===== src/rtl/fetch_pkg.sv =====
// Shared types for the RV32I fetch stage: FSM state encoding, NOP word and the
// {pc, inst} entry held in the instruction buffer.
package fetch_pkg;

  typedef enum logic [2:0] {
    IDLE,
    REQ,
    WAIT_RESP,
    FLUSH,
    HALT
  } state_t;

  localparam logic [31:0] NOP = 32'h0000_0013;

  typedef struct packed {
    logic [31:0] pc;
    logic [31:0] inst;
  } entry_t;

endpackage


===== src/rtl/fifo_instr.sv =====
// Small synchronous FIFO of fetched {pc, inst} entries with a synchronous clear.
// DEPTH must be a power of two so the pointers wrap naturally.
module fifo_instr
  import fetch_pkg::*;
#(
  parameter int DEPTH = 2
) (
  input  logic                   clk,
  input  logic                   rst_n,
  input  logic                   push,
  input  logic                   pop,
  input  logic                   clear,
  input  entry_t                 din,
  output entry_t                 dout,
  output logic [$clog2(DEPTH):0] count
);

  localparam int AW = $clog2(DEPTH);
  localparam int CW = AW + 1;

  entry_t        mem [DEPTH];
  logic [AW-1:0] wr_ptr;
  logic [AW-1:0] rd_ptr;
  logic          do_push;
  logic          do_pop;

  assign do_pop  = pop && (count != '0);
  assign do_push = push && ((count != CW'(DEPTH)) || do_pop);

  // NOTE: sequential state is updated with <= only, so every flop samples
  // the pre-edge values of its neighbours.
  always_ff @(posedge clk or negedge rst_n) begin
    if (!rst_n) begin
      wr_ptr <= '0;
      rd_ptr <= '0;
      count  <= '0;
    end else if (clear) begin
      wr_ptr <= '0;
      rd_ptr <= '0;
      count  <= '0;
    end else begin
      if (do_push) wr_ptr <= wr_ptr + AW'(1);
      if (do_pop)  rd_ptr <= rd_ptr + AW'(1);
      case ({do_push, do_pop})
        2'b10:   count <= count + CW'(1);
        2'b01:   count <= count - CW'(1);
        default: ;
      endcase
    end
  end

  // NOTE: storage is deliberately not reset; count qualifies every read, and
  // leaving the reset off lets this map onto plain registers/RAM.
  always_ff @(posedge clk) begin
    if (do_push && !clear) mem[wr_ptr] <= din;
  end

  assign dout = mem[rd_ptr];

endmodule


===== src/rtl/etapa_fetch.sv =====
// RV32I instruction fetch stage: PC, single-outstanding imem reads, buffered
// handoff to decode, redirect flush. Optional FETCH_MISALIGN_CHECK_EN halts on
// misaligned redirects.
module etapa_fetch
  import fetch_pkg::*;
#(
  parameter logic [31:0] RESET_PC   = 32'h0000_0000,
  parameter int          FIFO_DEPTH = 2
) (
  input  logic        clk,
  input  logic        rst_n,
  output logic        imem_req,
  output logic [31:0] imem_addr,
  input  logic        imem_gnt,
  input  logic        imem_rvalid,
  input  logic [31:0] imem_rdata,
  input  logic        redirect,
  input  logic [31:0] redirect_pc,
  output logic        inst_valid,
  output logic [31:0] inst,
  output logic [31:0] inst_pc,
  input  logic        inst_ready,
  output logic        fetch_misaligned
);

  localparam int             CW   = $clog2(FIFO_DEPTH) + 1;
  localparam logic [CW-1:0]  FULL = CW'(FIFO_DEPTH);

  state_t        state;
  logic [31:0]   pc;
  logic [31:0]   req_pc;
  logic          halt_drain;
  logic          misaligned_q;
  logic [CW-1:0] count;
  logic [CW-1:0] count_after;
  entry_t        head;
  entry_t        push_entry;
  logic          push;
  logic          pop;
  logic          resp_pending;
  logic          misalign;

`ifdef FETCH_MISALIGN_CHECK_EN
  assign misalign = redirect && (redirect_pc[1:0] != 2'b00);
`else
  assign misalign = 1'b0;
`endif

  assign inst_valid  = (count != '0);
  assign pop         = inst_valid && inst_ready;
  assign push        = (state == WAIT_RESP) && imem_rvalid && !redirect;
  assign count_after = count + CW'(push) - CW'(pop);
  assign push_entry  = '{pc: req_pc, inst: imem_rdata};

  // A response is still owed after this cycle: the one just granted, or one
  // being waited on that has not arrived this cycle.
  // NOTE: defaulting every always_comb output first rules out inferred latches.
  always_comb begin
    resp_pending = 1'b0;
    case (state)
      REQ:             resp_pending = imem_gnt;
      WAIT_RESP, FLUSH: resp_pending = !imem_rvalid;
      HALT:            resp_pending = halt_drain && !imem_rvalid;
      default:         resp_pending = 1'b0;
    endcase
  end

  always_ff @(posedge clk or negedge rst_n) begin
    if (!rst_n) begin
      state        <= IDLE;
      pc           <= RESET_PC & 32'hFFFF_FFFC;
      req_pc       <= RESET_PC & 32'hFFFF_FFFC;
      imem_req     <= 1'b0;
      halt_drain   <= 1'b0;
      misaligned_q <= 1'b0;
    end else begin
      misaligned_q <= 1'b0;
      if (redirect) begin
        pc <= redirect_pc & 32'hFFFF_FFFC;
        if (misalign) begin
          state        <= HALT;
          imem_req     <= 1'b0;
          halt_drain   <= resp_pending;
          misaligned_q <= 1'b1;
        end else if (resp_pending) begin
          state      <= FLUSH;
          imem_req   <= 1'b0;
          halt_drain <= 1'b0;
        end else begin
          state      <= REQ;
          imem_req   <= 1'b1;
          halt_drain <= 1'b0;
        end
      end else begin
        case (state)
          IDLE: begin
            if (count < FULL) begin
              state    <= REQ;
              imem_req <= 1'b1;
            end
          end
          REQ: begin
            if (imem_gnt) begin
              req_pc   <= pc;
              pc       <= pc + 32'd4;
              state    <= WAIT_RESP;
              imem_req <= 1'b0;
            end
          end
          WAIT_RESP: begin
            if (imem_rvalid) begin
              if (count_after < FULL) begin
                state    <= REQ;
                imem_req <= 1'b1;
              end else begin
                state <= IDLE;
              end
            end
          end
          FLUSH: begin
            if (imem_rvalid) begin
              state    <= REQ;
              imem_req <= 1'b1;
            end
          end
          HALT: begin
            if (imem_rvalid) halt_drain <= 1'b0;
          end
          default: begin
            state    <= IDLE;
            imem_req <= 1'b0;
          end
        endcase
      end
    end
  end

  fifo_instr #(
    .DEPTH(FIFO_DEPTH)
  ) u_fifo (
    .clk   (clk),
    .rst_n (rst_n),
    .push  (push),
    .pop   (pop),
    .clear (redirect),
    .din   (push_entry),
    .dout  (head),
    .count (count)
  );

  assign imem_addr        = pc;
  assign inst             = inst_valid ? head.inst : NOP;
  assign inst_pc          = inst_valid ? head.pc : 32'h0000_0000;
  assign fetch_misaligned = misaligned_q;

endmodule

===== config.mk =====
export PLATFORM = sky130hd
export DESIGN_NAME = etapa_fetch
export DESIGN_NICKNAME = d
export VERILOG_FILES = /design/src/rtl/fetch_pkg.sv /design/src/rtl/fifo_instr.sv /design/src/rtl/etapa_fetch.sv
export SDC_FILE = /design/constraint.sdc
export NUM_CORES = 1
export LEC_CHECK = 0
export CAP_MARGIN = 20
export CORE_MARGIN = 5
export CORE_UTILIZATION = 51
export DETAILED_ROUTE_END_ITERATION = 7
export PLACE_DENSITY = 0.77
export RECOVER_POWER = 25
export SLEW_MARGIN = 25
export SYNTH_ARGS = -nofsm -noshare
export SYNTH_HDL_FRONTEND = slang
export SYNTH_SLANG_ARGS = --single-unit

===== constraint.sdc =====
create_clock -name clk -period 10.85 [get_ports clk]
set_clock_uncertainty 0.2 [all_clocks]
set_input_delay 3.255 -clock clk [delete_from_list [all_inputs] [get_ports clk]]
set_output_delay 3.255 -clock clk [all_outputs]
set_load 0.02 [all_outputs]

==> results_tabular.tex, run 1 <==
\begin{tabular}{lr}
\hline
Metric & Value \\
\hline
\multicolumn{2}{l}{\textbf{Hold path}} \\
\quad Hold Crit Endpoint & u\_fifo.mem[1][35]\$\_DFFE\_PP\_ \\
\quad Start point of the worst min-delay path & req\_pc[3]\$\_DFFE\_PN0P\_ \\
\quad Kind of path behind the tightest hold check & reg2reg \\
\quad Hold Path Cell Cnt & 0 \\
\multicolumn{2}{l}{\textbf{Cells and area}} \\
\quad Final \#Nets & 814 \\
\quad Area used by multi-input combinational logic & 2400 sq um \\
\quad Leading cell types in the layout, fill and taps excluded & clkdlybuf4s50\_1, edfxtp\_1, nor2\_1 \\
\quad Combined flip-flop and latch cell area & 5400 sq um \\
\quad \# diodes & 0 \\
\quad Most frequent standard cell in the layout excluding fill and tap cells & clkdlybuf4s50\_1 \\
\quad Area growth syn-to-layout & 29.1\% \\
\quad Share of post-route cells with drive strength above 1 & 10.5\% \\
\quad Layout filler cell count & 1101 \\
\quad Post-Route Utilization & 67.6\% \\
\multicolumn{2}{l}{\textbf{Critical path}} \\
\quad Maximum fanout encountered on the critical timing path & 60 \\
\quad Terminus of the critical flop-to-flop path & u\_fifo.mem[1][50]\$\_DFFE\_PP\_ \\
\quad Reg-to-Reg Start & state[0]\$\_DFFE\_PN0P\_ \\
\quad Required arrival time at the worst endpoint & 7.40 ns \\
\quad Register-to-Register Setup Slack & 7.79 ns \\
\quad Arrival time of the worst setup path & 2.51 ns \\
\quad Worst reg-to-reg path cell count & 6 \\
\quad Nature of the critical path startpoint & register \\
\quad Worst setup path class & reg2out \\
\quad Worst setup EP type & output pin \\
\multicolumn{2}{l}{\textbf{Yosys}} \\
\quad Netlist Area Pre-Place & 7990 sq um \\
\quad FFs w/ async S/R, synth & 35.1\% \\
\quad Cell types occupying the most area after synthesis & edfxtp\_1, dfrtp\_1, mux2i\_1 \\
\quad Synth Instances & 575 \\
\quad Synth cell types & 40 \\
\quad Post-synthesis cell type with the largest combined area & edfxtp\_1 \\
\quad Syn Area/Cell & 13.9 sq um \\
\quad Post-synth top area share & 46.6\% \\
\quad Count of flip-flops with a built-in enable after synthesis & 124 \\
\quad Ys Warns & 0 \\
\quad Post-synthesis sequential area ratio & 67.6\% \\
\quad Register bit count reported by yosys & 191 \\
\quad Main flop type after synthesis & edfxtp\_1 \\
\multicolumn{2}{l}{\textbf{Detailed routing}} \\
\quad Detail Route Antenna Nets & 0 \\
\quad Drt first-iter violations & 278 \\
\quad Routed wire length & 16.9 mm \\
\quad WL met3 & 974 um \\
\quad Per-cell routed wire length & 17.6 um \\
\quad Met2 wire length & 8.51 mm \\
\quad Met1 routed wirelength after detailed routing & 7.05 mm \\
\quad Via count & 5071 \\
\quad Remaining design rule violation count & 0 \\
\quad Highest metal layer used by the detailed router & met4 \\
\quad Drt via density & 5.28 \\
\quad First-pass iteration count of the detailed router & 4 \\
\multicolumn{2}{l}{\textbf{Floorplan}} \\
\quad Vertical die dimension & 135 um \\
\quad Die Width & 135 um \\
\quad Placement Rows & 45 \\
\quad Area of the core & 15300 sq um \\
\quad Full die area & 18300 sq um \\
\quad Starting utilization of the core area & 52.4\% \\
\quad I/O pin count & 169 \\
\multicolumn{2}{l}{\textbf{Clock tree}} \\
\quad H-tree Lvls & 4 \\
\quad Post-CTS setup-driven buffer insertion count & 0 \\
\quad Insertion delay of the later-clocked pin in the worst-skew pair & 0.42 ns \\
\quad Clock tree root driver cell & clkbuf\_16 \\
\quad TritonCTS clock tree & yes \\
\quad Number of instances resized during post-cts repair & 0 \\
\quad CTS sink cnt & 191 \\
\quad Cts hold-fix bufs & 0 \\
\quad Number of buffers created by CTS & 17 \\
\quad Clock tree buffer depth & 2 \\
\quad Clock transition time at the flip-flop clock pins of the worst setup and hold paths & 0.06 ns \\
\multicolumn{2}{l}{\textbf{Place}} \\
\quad Placer Congestion & 0.821 \\
\quad DP Wirelength & 11.5 mm \\
\quad Buffers on Ports & 161 \\
\multicolumn{2}{l}{\textbf{Power}} \\
\quad Leakage power & 3.63 nW \\
\quad P per Cell Area & 178 nW/um\^{}2 \\
\quad VDD IR max & 0.105 mV \\
\multicolumn{2}{l}{\textbf{Global route}} \\
\quad Initial antenna violation count & 0 \\
\quad Final global-route overflow total & 0 \\
\quad Wire length of the first global-routing pass & 26.7 mm \\
\quad Total global routing track utilization & 18.8\% \\
\quad Vias in the first global route & 5287 \\
\quad Pin count of the biggest net entering global routing & 68 \\
\multicolumn{2}{l}{\textbf{Run}} \\
\quad \# Max-Cap Violations & 0 \\
\multicolumn{2}{l}{\textbf{Timing}} \\
\quad Unrepaired setup endpoints after global routing & no \\
\quad Count of endpoints failing hold in the final timing report & 0 \\
\quad Final period demand of the worst path & 5.96 ns \\
\quad Final-report max-slew violation count & 0 \\
\quad Tcrit/Tclk final & 55.0\% \\
\quad Maximum clock frequency & 0.168 GHz \\
\quad Slew margin rel. & 40.9\% \\
\quad Tightest Pin Transition & 0.881 ns \\
\quad Final setup viols & 0 \\
\quad Accumulated negative setup slack & 0 ns \\
\multicolumn{2}{l}{\textbf{Run status}} \\
\quad Run status & complete, no violations \\
\hline
\end{tabular}
worst max path at each step:
stage / from / endpoint / cells after the start
2_1_floorplan: redirect / u_fifo.mem[0][0]$_DFFE_PP_ / 3
3_3_place_gp: redirect / req_pc[15]$_DFFE_PN0P_ / 5
3_5_place_dp: inst_ready / u_fifo.mem[1][5]$_DFFE_PP_ / 5
4_1_cts: u_fifo.count[1]$_DFFE_PN0P_ / inst[1] / 5
5_1_grt: u_fifo.count[1]$_DFFE_PN0P_ / inst[1] / 5
6_report: u_fifo.count[1]$_DFFE_PN0P_ / inst[1] / 5
synth_stat cells, types with 2 or more instances:
| library cell | instances |
|---|---|
| a211oi_1 | 2 |
| a21oi_1 | 4 |
| and2_1 | 2 |
| and3_1 | 3 |
| and3_2 | 2 |
| and4_1 | 2 |
| buf_2 | 10 |
| buf_4 | 5 |
| buf_6 | 2 |
| clkbuf_1 | 11 |
| dfrtp_1 | 67 |
| edfxtp_1 | 124 |
| ha_1 | 8 |
| inv_1 | 10 |
| mux2_2 | 32 |
| mux2i_1 | 64 |
| nand2_1 | 43 |
| nand3_1 | 12 |
| nand4_1 | 14 |
| nor2_1 | 69 |
| nor2b_1 | 2 |
| nor3_1 | 4 |
| nor3b_1 | 2 |
| nor4_1 | 3 |
| o21ai_0 | 24 |
| o21ai_1 | 9 |
| xnor2_1 | 12 |
| xor2_1 | 21 |
where the power goes:
part,switching [W],internal [W],total (W)
clock,0.000261,0.000301,0.000561
sequential,0.0000682,0.000895,0.000964
combinational,0.000153,0.000155,0.000309
cells by family (layout without fill, tap and decap cells):
logic type	count (synthesis)	count (layout)	share of synthesized area, %
AO/OA/AOI/OAI	43	43	2.88
XOR/XNOR	33	33	3.62
adder cells (fa/ha/maj)	8	8	1.25
buffers and inverters	41	211	2.72
flip-flops	191	191	67.6
multiplexers	96	96	12.5
other	1	5	0.0469
AND/OR/NAND/NOR	162	162	9.38
routing by layer:
layer / up-vias / track usage [%]
li1: 2380 / -
met3: 29 / 4.12
met4: 0 / 7.05
met5: - / 0
met2: 172 / 32.2
met1: 2490 / 23.5
critical path, cell delays in order, from the launching register on:
cell             delay (ns)
dfrtp_1                0.47
nor2_4                 0.13
buf_4                  0.55
inv_1                  0.19
nand2_1                0.11
clkdlybuf4s50_1        0.62
registers in the layout, indices dropped and copies added (netlist names):
signal,cells
state,2
imem_addr,30
u_fifo.mem,124
u_fifo.rd_ptr,1
req_pc,30
u_fifo.count,2
imem_req,1
u_fifo.wr_ptr,1
through the flow:
| step | total power [W] | setup slack [ns] | hold slack, ns | cell area (sq um) | instances |
|---|---|---|---|---|---|
| after floorplan | 0.00115 | 0.485 | 0.237 | 8010 | 579 |
| after global placement | 0.00127 | 4.94 | 0.244 | 9760 | 927 |
| after detailed placement | 0.00129 | 4.85 | 0.253 | 9790 | 928 |
| after CTS | 0.00185 | 4.85 | 0.268 | 10300 | 960 |
| after global routing | 0.00192 | 4.73 | 0.278 | 10300 | 960 |
| final | 0.00183 | 4.89 | 0.266 | 10300 | 960 |
layout make-up:
class                      instances  area share [%]
clock buffer                      20            4.33
inverter                          11           0.400
sequential                       191            52.4
multi-input combinational        347            23.3
timing repair buffer             168            16.2
tap                              211            2.56
clock inverter                    12           0.800
(Power assumes the default switching activity.)
==> run 2: changes to the inputs <==
Clock period 10.85 ns to 6.25 ns, I/O delays scaled along.
==> run 2 against run 1 <==
The flow now finishes with violations (capacitance limit, slew limit). Critical path depth shrank 1. Sequential power grew 74%. Clock-buffer cell count is the same. Combinational power grew 74%.
==> results_tabular.tex, run 2 (synthesized netlist as in run 1, its figures left out) <==
\begin{tabular}{lr}
\hline
Metric & Value \\
\hline
\multicolumn{2}{l}{\textbf{Run status}} \\
\quad Run status & finished, violations left \\
\quad Violated checks & capacitance limit, slew limit \\
\multicolumn{2}{l}{\textbf{Timing}} \\
\quad Maximum clock frequency & 0.212 GHz \\
\quad Tcrit/Tclk final & 75.5\% \\
\quad Accumulated negative setup slack & 0 ns \\
\quad Count of endpoints failing hold in the final timing report & 0 \\
\quad Final-report max-slew violation count & 43 \\
\quad Final period demand of the worst path & 4.72 ns \\
\quad Worst hold slack after final layout & 0.268 ns \\
\quad Slew margin rel. & -52.8\% \\
\quad Final setup viols & 0 \\
\quad Unrepaired setup endpoints after global routing & no \\
\quad Worst Slack Setup Final & 1.53 ns \\
\quad Tightest Pin Transition & 2.29 ns \\
\multicolumn{2}{l}{\textbf{Critical path}} \\
\quad Worst path max stage delay & 0.57 ns \\
\quad Family with the most delay on the worst path & buffers and inverters \\
\quad Buf/Inv on CP & 2 \\
\quad Required arrival time at the worst endpoint & 4.18 ns \\
\quad Cell with the largest stage delay on the worst path & nor2\_4 \\
\quad Crit path cell chain & nor2\_4, buf\_4, nor2\_1, clkdlybuf4s50\_1 \\
\quad Maximum fanout encountered on the critical timing path & 33 \\
\quad Nature of the critical path startpoint & register \\
\quad Worst setup path class & reg2out \\
\quad Worst setup EP type & output pin \\
\quad Arrival time of the worst setup path & 2.64 ns \\
\multicolumn{2}{l}{\textbf{Place}} \\
\quad Placed Cells incl. Taps & 929 \\
\quad Buffers on Ports & 161 \\
\quad Post-place setup slack & 1.62 ns \\
\quad Placer Congestion & 0.822 \\
\quad DP Wirelength & 11.6 mm \\
\multicolumn{2}{l}{\textbf{Power}} \\
\quad Proportion of power drawn by combinational gates & 16.3\% \\
\quad Clk network pwr share & 32.7\% \\
\quad P per Cell Area & 316 nW/um\^{}2 \\
\quad VDD IR max & 0.187 mV \\
\quad Internal Dissipation & 0.00245 W \\
\quad Switching part of the total & 25.5\% \\
\quad Seq pwr share & 50.9\% \\
\quad Sw power & 0.000841 W \\
\quad Leakage power & 3.66 nW \\
\multicolumn{2}{l}{\textbf{Detailed routing}} \\
\quad Per-cell routed wire length & 17.6 um \\
\quad Detail Route Antenna Nets & 0 \\
\quad Routed wire length & 17.0 mm \\
\quad First-pass iteration count of the detailed router & 4 \\
\quad Drt via density & 5.28 \\
\quad Remaining design rule violation count & 0 \\
\quad Drt first-iter violations & 200 \\
\quad Via count & 5079 \\
\multicolumn{2}{l}{\textbf{Cells and area}} \\
\quad Area growth syn-to-layout & 30.2\% \\
\quad Share of post-route cells with drive strength above 1 & 10.7\% \\
\quad Flip-flop count of the largest register, all copies and words added & 124 \\
\quad Leading cell types in the layout, fill and taps excluded & clkdlybuf4s50\_1, edfxtp\_1, nor2\_1 \\
\quad Fin cells & 962 \\
\quad Final \#Nets & 815 \\
\quad Most frequent standard cell in the layout excluding fill and tap cells & clkdlybuf4s50\_1 \\
\quad Most flop-heavy register & u\_fifo.mem \\
\multicolumn{2}{l}{\textbf{Clock tree}} \\
\quad Clock transition time at the flip-flop clock pins of the worst setup and hold paths & 0.07 ns \\
\quad Clock tree root driver cell & clkbuf\_16 \\
\quad CTS sink cnt & 191 \\
\quad TritonCTS clock tree & yes \\
\quad Clock tree buffer depth & 2 \\
\quad Number of buffers created by CTS & 17 \\
\quad H-tree Lvls & 4 \\
\quad Insertion delay of the later-clocked pin in the worst-skew pair & 0.42 ns \\
\quad Post-CTS setup-driven buffer insertion count & 0 \\
\quad Cts hold-fix bufs & 0 \\
\quad Number of instances resized during post-cts repair & 0 \\
\multicolumn{2}{l}{\textbf{Global route}} \\
\quad Pin count of the biggest net entering global routing & 63 \\
\quad Vias in the first global route & 5306 \\
\quad Initial antenna violation count & 1 \\
\quad Final global-route overflow total & 0 \\
\quad Wire length of the first global-routing pass & 26.6 mm \\
\quad Total global routing track utilization & 18.8\% \\
\multicolumn{2}{l}{\textbf{Floorplan}} \\
\quad Area of the core & 15300 sq um \\
\quad I/O pin count & 169 \\
\quad Vertical die dimension & 135 um \\
\quad Die Width & 135 um \\
\quad Full die area & 18300 sq um \\
\quad Starting utilization of the core area & 52.4\% \\
\quad Placement Rows & 45 \\
\multicolumn{2}{l}{\textbf{Run}} \\
\quad \# Max-Cap Violations & 1 \\
\multicolumn{2}{l}{\textbf{Hold path}} \\
\quad Kind of path behind the tightest hold check & reg2reg \\
\hline
\end{tabular}
==> run 2: cell type report <==
type	instances	area, sq um
fillers	1087	4850
multi-input cells	347	2410
flip-flops and latches	191	5400
repair buffers	169	1680
clock buffers	20	467
well taps	211	264
inverters	11	41.3
diodes	1	2.50
clock inverters	12	130
==> run 2: final timing paths <==
kind,start,end,slack (ns),cells after the start
worst min-delay path,req_pc[6]$_DFFE_PN0P_,u_fifo.mem[0][38]$_DFFE_PP_,0.27,0
worst max register to register,state[0]$_DFFE_PN0P_,u_fifo.mem[1][62]$_DFFE_PP_,3.20,6
max in group asynchronous,rst_n,u_fifo.rd_ptr$_DFFE_PN0P_,2.30,1
worst max-delay path,u_fifo.count[1]$_DFFE_PN0P_,inst_pc[17],1.53,4
worst min register to register,req_pc[6]$_DFFE_PN0P_,u_fifo.mem[0][38]$_DFFE_PP_,0.27,0
min in group asynchronous,rst_n,req_pc[26]$_DFFE_PN0P_,1.93,1
==> run 2: metal layers <==
layer / vias to the layer above / global-route usage [%] / routed length (um)
li1: 2382 / - / -
met1: 2503 / 23.5 / 7190
met2: 162 / 32.0 / 8470
met3: 32 / 4.12 / 907
met4: 0 / 7.22 / 382
met5: - / 0 / 0
==> run 2: per-stage QoR <==
stage / power, W / area, sq um / util [%]
4_1_cts: 0.00332 / 10400 / 68.2
5_1_grt: 0.00342 / 10400 / 68.2
3_5_place_dp: 0.00224 / 9800 / 64.2
6_report: 0.00329 / 10400 / 68.2
3_3_place_gp: 0.00220 / 9780 / 64.1
2_1_floorplan: 0.00200 / 8020 / -
==> run 2: power groups by stage <==
stage	registers, W	clock network [W]	logic (W)
after floorplan	0.00169	0	0.000311
after global placement	0.00169	0	0.000515
after detailed placement	0.00170	0	0.000542
after CTS	0.00168	0.00110	0.000546
after global routing	0.00170	0.00115	0.000584
final	0.00168	0.00108	0.000538
